<file path="config.mk">
export PLATFORM = sky130hd
export DESIGN_NAME = bloom_filter_csr
export DESIGN_NICKNAME = d
export VERILOG_FILES = /design/src/rtl/bloom_filter_pkg.sv /design/src/rtl/bloom_filter_sat_cnt.sv /design/src/rtl/bloom_filter_csr.sv
export SDC_FILE = /design/constraint.sdc
export NUM_CORES = 2
export LEC_CHECK = 0
export ABC_AREA = 1
export BUFFER_PORTS_ARGS = -buffer_cell sky130_fd_sc_hd__buf_2
export CAP_MARGIN = 20
export CORE_MARGIN = 3
export CORE_UTILIZATION = 66
export CTS_BUF_LIST = sky130_fd_sc_hd__clkbuf_8
export CTS_CLUSTER_SIZE = 24
export DETAILED_ROUTE_END_ITERATION = 8
export PLACE_DENSITY_LB_ADDON = 0.1
export SLEW_MARGIN = 20
export SYNTH_ARGS = -nofsm -noshare
export SYNTH_HDL_FRONTEND = slang
export SYNTH_SLANG_ARGS = --single-unit
</file>
<file path="constraint.sdc">
create_clock -name clk_i -period 5.13 [get_ports clk_i]
set_clock_uncertainty 0.1 [all_clocks]
set_input_delay 0.2565 -clock clk_i [delete_from_list [all_inputs] [get_ports clk_i]]
set_output_delay 0.2565 -clock clk_i [all_outputs]
set_load 0.01 [all_outputs]
</file>
<file path="src/rtl/bloom_filter_pkg.sv">
// Shared constants and types for the bloom filter CSR slice.
package bloom_filter_pkg;

  localparam int MIN_STR_SIZE     = 5;
  localparam int MAX_STR_SIZE     = 14;
  localparam int AST_SINK_SYMBOLS = 8;

  localparam int AMM_CSR_DATA_W = 16;
  localparam int AMM_CSR_ADDR_W = 12;

  // Register word indices
  localparam int EN             = 0;
  localparam int HASH_LUT_CLEAN = 1;
  localparam int MATCH_CNT_BASE = 2;
  localparam int MATCH_CNT_CNT  = (MAX_STR_SIZE - MIN_STR_SIZE + 1) * AST_SINK_SYMBOLS;
  localparam int REGS_CNT       = MATCH_CNT_BASE + MATCH_CNT_CNT;

  typedef logic [AMM_CSR_DATA_W-1:0] csr_data_t;

endpackage

</file>
<file path="src/rtl/bloom_filter_sat_cnt.sv">
// Single saturating up-counter; a clear beats an increment in the same cycle.
module bloom_filter_sat_cnt
  import bloom_filter_pkg::*;
(
  input  logic      clk_i,
  input  logic      rst_n_i,
  input  logic      inc_i,
  input  logic      clr_i,
  output csr_data_t value_o
);

  // Count up, stick at all-ones, clear has priority.
  always_ff @(posedge clk_i or negedge rst_n_i) begin
    if (!rst_n_i) begin
      value_o <= '0;
    end else if (clr_i) begin
      value_o <= '0;
    end else if (inc_i && (value_o != '1)) begin
      value_o <= value_o + 1'b1;
    end
  end

endmodule

</file>
<file path="src/rtl/bloom_filter_csr.sv">
// Avalon-MM CSR slave: global enable, hash-LUT clean handshake and
// per-(length, lane) saturating match counters.
module bloom_filter_csr
  import bloom_filter_pkg::*;
(
  input  logic                      clk_i,
  input  logic                      rst_n_i,
  input  logic [AMM_CSR_ADDR_W-1:0] csr_address_i,
  input  logic                      csr_read_i,
  input  logic                      csr_write_i,
  input  csr_data_t                 csr_writedata_i,
  output csr_data_t                 csr_readdata_o,
  output logic                      csr_readdatavalid_o,
  output logic                      csr_waitrequest_o,
  input  logic                      match_valid_i,
  input  logic [MATCH_CNT_CNT-1:0]  match_i,
  output logic                      en_o,
  output logic                      lut_clean_start_o,
  input  logic                      lut_clean_done_i
);

  localparam logic [AMM_CSR_ADDR_W-1:0] ADDR_EN    = AMM_CSR_ADDR_W'(EN);
  localparam logic [AMM_CSR_ADDR_W-1:0] ADDR_CLEAN = AMM_CSR_ADDR_W'(HASH_LUT_CLEAN);

  logic      clean_busy;
  logic      clean_req;
  csr_data_t rd_data;
  csr_data_t cnt_val [MATCH_CNT_CNT];

  // Only bit0 of the write data is meaningful for EN and HASH_LUT_CLEAN.
  logic unused_wdata;
  assign unused_wdata = ^csr_writedata_i[AMM_CSR_DATA_W-1:1];

  assign csr_waitrequest_o = 1'b0;

  assign clean_req = csr_write_i && (csr_address_i == ADDR_CLEAN) &&
                     csr_writedata_i[0] && !clean_busy;

  // Enable register.
  always_ff @(posedge clk_i or negedge rst_n_i) begin
    if (!rst_n_i) begin
      en_o <= 1'b0;
    end else if (csr_write_i && (csr_address_i == ADDR_EN)) begin
      en_o <= csr_writedata_i[0];
    end
  end

  // Clean handshake: one-cycle start pulse, busy until the engine reports done.
  always_ff @(posedge clk_i or negedge rst_n_i) begin
    if (!rst_n_i) begin
      clean_busy        <= 1'b0;
      lut_clean_start_o <= 1'b0;
    end else begin
      lut_clean_start_o <= clean_req;
      if (clean_busy) begin
        if (lut_clean_done_i) clean_busy <= 1'b0;
      end else if (clean_req) begin
        clean_busy <= 1'b1;
      end
    end
  end

  // Match counters; a CSR write to a counter's address clears it.
  for (genvar i = 0; i < MATCH_CNT_CNT; i++) begin : g_cnt
    localparam logic [AMM_CSR_ADDR_W-1:0] ADDR_CNT = AMM_CSR_ADDR_W'(MATCH_CNT_BASE + i);
    logic inc;
    logic clr;
    assign inc = match_valid_i && en_o && match_i[i];
    assign clr = csr_write_i && (csr_address_i == ADDR_CNT);

    bloom_filter_sat_cnt u_cnt (
      .clk_i   (clk_i),
      .rst_n_i (rst_n_i),
      .inc_i   (inc),
      .clr_i   (clr),
      .value_o (cnt_val[i])
    );
  end

  // Read mux over pre-update register contents; unmapped addresses read 0.
  always_comb begin
    rd_data = '0;
    if (csr_address_i == ADDR_EN) begin
      rd_data[0] = en_o;
    end else if (csr_address_i == ADDR_CLEAN) begin
      rd_data[0] = clean_busy;
    end else begin
      for (int i = 0; i < MATCH_CNT_CNT; i++) begin
        if (csr_address_i == AMM_CSR_ADDR_W'(MATCH_CNT_BASE + i)) rd_data = cnt_val[i];
      end
    end
  end

  // Fixed one-cycle read latency; data holds between reads.
  always_ff @(posedge clk_i or negedge rst_n_i) begin
    if (!rst_n_i) begin
      csr_readdata_o      <= '0;
      csr_readdatavalid_o <= 1'b0;
    end else begin
      csr_readdatavalid_o <= csr_read_i;
      if (csr_read_i) csr_readdata_o <= rd_data;
    end
  end

endmodule
</file>
==> impl_metrics.env <==
export IMPL_dieArea_um2=121000
export IMPL_cts_sinks=1300
export IMPL_clk_pin_slew_ps=70
export IMPL_numPortBuffers=117
export IMPL_fp_dieW_um=348
export IMPL_synth_mux_area_frac=0.000146
export IMPL_cts_setup_buffers=0
export IMPL_ys_ff_latch=1300
export IMPL_syn_nets=11178
export IMPL_synth_compound_area_frac=0.144
export IMPL_synth_avg_cell_area_um2=7.04
export IMPL_grt_pass1_vias=79948
export IMPL_io_pins=134
export IMPL_drive_above_1_share=0.112
export IMPL_synthAdderAreaFrac=0.0129
export IMPL_max_cap_viol_count=0
export IMPL_antenna_found_initial=11
export IMPL_drt_iter0_markers=11793
export IMPL_grt_setup_unrepaired="true"
export IMPL_grt_overflow_total=0
export IMPL_ys_dominant_reg_cell="dfrtp_1"
export IMPL_synthArstFlopShare=1.00
export IMPL_fin_ws_ps=-1160
export IMPL_coreArea_um2=115000
export IMPL_cp_required_ps=5900
export IMPL_syn_cell_area_um2=77400
export IMPL_power_mw=21.2
export IMPL_max_freq_ghz=0.159
export IMPL_failed_checks="setup timing"
export IMPL_via_per_inst=6.24
export IMPL_cts_tree="yes"
export IMPL_ys_warn_count=0
export IMPL_syn_inst=10984
export IMPL_remaining_drc_errors=0
export IMPL_outcome="complete, but fails checks"
export IMPL_drt_first_pass_iters=9
export IMPL_numCtsBuffers=213
export IMPL_initial_core_util=0.671
export IMPL_drv_slew=0
export IMPL_grt_pass1_wl_mm=432
export IMPL_dpl_hpwl_mm=204
export IMPL_synth_edf_count=0
export IMPL_wire_per_inst_um=20.5
export IMPL_clk_insertion_delay_late_ps=1000
export IMPL_worstMarginPinSlew_ps=1060
export IMPL_fin_crit_sh=1.23
export IMPL_rows=124
export IMPL_grt_use_total=0.450
export IMPL_peakVddDrop_mv=0.337
export IMPL_dp_cells=13039
export IMPL_min_period_ps=6290
export IMPL_cp_end_kind="flop"
export IMPL_cpLargestDelayFamily="simple AND/OR/NAND/NOR gates"
export IMPL_p_leak_nw=43.5
export IMPL_ys_types=56
export IMPL_yosysSeqAreaShare=0.421
export IMPL_wirelength_mm=277
export IMPL_place_congestion=1.06
export IMPL_cpPeakStageDelay_ps=420
export IMPL_synth_xor_area_frac=0.0108
export IMPL_nFillCells=8502
export IMPL_finalNonFillerCells=13546
export IMPL_start_kind="flop"
export IMPL_hold_path_class="primary input to flop"
export IMPL_crit_type="flop to flop"
export IMPL_power_density_nw_per_um2=235
export IMPL_critPathBufInv=0
export IMPL_crit_slowest_cell="dfrtp_1"
export IMPL_die_h_um=348
export IMPL_tns_ps=-11730
export IMPL_cts_root_buf="clkbuf_8"
export IMPL_syn_to_final_growth_pct=16.5
export IMPL_arrival_ps=7070
export IMPL_crit_top_cell="nand4_1"
export IMPL_slew_headroom=0.291
export IMPL_final_cell_area_um2=90200
export IMPL_ant_nets=0
export IMPL_hold_viol=0
export IMPL_synth_top_family_by_area="simple AND/OR/NAND/NOR gates"
export IMPL_h_tree_depth=4
export IMPL_cts_buffer_depth=3
export IMPL_worstPathMaxFanout=2
export IMPL_dpl_instance_area_um2=83900
export IMPL_grt_max_degree=140
export IMPL_finalSetupViolCount=16
export IMPL_num_vias=84565
export IMPL_synthSimpleGateAreaFrac=0.310
export IMPL_nets=12033
export IMPL_dp_slack_ps=-1650
cell usage after synthesis (all sizes together) (4+ instances only):
cell type	instances	area, um^2
o221a	7	78.8
nor3	721	3630
a311oi	20	175
inv	1867	7010
a21oi	725	3630
o31ai	14	105
a211oi	156	1170
nand3	439	2200
nor3b	60	450
buf	31	153
and3	23	144
nor2	1407	5380
o211ai	4	30.0
dfrtp	1300	32500
a31oi	145	907
ha	80	1000
clkbuf	151	567
o21ai	622	3110
a41oi	29	254
and2	9	56.3
nand4	394	2460
xnor2	23	201
o41ai	6	52.6
o21bai	6	45.0
nor4	147	920
or2	6	37.5
o21a	23	173
a221oi	123	1080
xor2	72	631
nand2	2287	8660
o22ai	36	225
clkinv	28	105
a22oi	6	45.0
final cells by class:
type,instances,area (um^2),area share
multi-input combinational,7607,37600,0.417
sequential,1300,32500,0.361
inverter,1895,7120,0.0790
timing repair buffer,822,6320,0.0701
clock buffer,286,3940,0.0437
tap,1512,1890,0.0210
clock inverter,110,693,0.00769
antenna,14,35.0,0.000389
timing repair:
item,in CTS,in global routing
resized for setup,156,58
setup endpoints to repair,16,16
pin swaps,16,23
cloned,0,0
hold buffers,97,0
endpoints found under the hold margin,1540,0
final timing paths:
kind	from	endpoint	slack, ps	cells past startpoint
max reg2reg	g_cnt[0].u_cnt.value_o[0]	csr_readdata_o[0]	-1160	44
min	csr_address_i[7]	g_cnt[13].u_cnt.value_o[15]	70	8
max in group asynchronous	rst_n_i	g_cnt[25].u_cnt.value_o[4]	3550	5
max	g_cnt[0].u_cnt.value_o[0]	csr_readdata_o[0]	-1160	44
min in group asynchronous	rst_n_i	g_cnt[2].u_cnt.value_o[10]	550	4
min reg2reg	g_cnt[8].u_cnt.value_o[5]	g_cnt[8].u_cnt.value_o[5]	380	1
routing by layer:
metal / GRT usage / up-vias / share of wire
met2: 0.664 / 5602 / 0.42
met3: 0.126 / 1184 / 0.13
met1: 0.594 / 39449 / 0.38
met4: 0.269 / 8 / 0.068
li1: - / 38322 / -
met5: 0 / - / 0.00021
cells by family after synthesis:
logic type,after synthesis
compound gates,1931
buf+inv,2077
xor+xnor,95
other cells,1
mux,1
simple gates,5499
fa+ha+maj,80
flops,1300
sequential cells by signal, indices dropped and copies added, names as in the netlist:
name,flops
g_cnt.u_cnt.value_o,1280
csr_readdata_o,16
clean_busy,1
csr_readdatavalid_o,1
en_o,1
lut_clean_start_o,1
placed cells by master, fill, tap and decap left out, types with 147 or more instances in the layout:
cell | netlist | routed
nor2_1 | 1391 | 1276
nand3_1 | 438 | 412
nand4_1 | 394 | 394
dfrtp_1 | 1300 | 1299
buf_4 | 2 | 596
a21oi_1 | 725 | 723
a211oi_1 | 156 | 156
nor4_1 | 147 | 147
o21ai_0 | 612 | 611
clkbuf_8 | 0 | 286
nand2_1 | 2272 | 2233
inv_1 | 1842 | 1890
nor3_1 | 717 | 707
worst reg2reg max path: cells and delay by family, from the launching register on:
family / cells / cell delay [ps]
flip-flops: 1 / 420
AND/OR/NAND/NOR: 44 / 5680
through the flow:
stage	hold WS, ps	util
CTS	3.15	0.780
detailed placement	265	0.728
finish	68.4	0.782
floorplan	-139	-
global route	77.1	0.782
global placement	255	0.728
power by group:
group | internal [mW] | switching (mW)
sequential | 10.3 | 0.0897
clock | 5.28 | 4.58
combinational | 0.256 | 0.611
total | 15.9 | 5.29
Power figures use the tool's default switching activity.
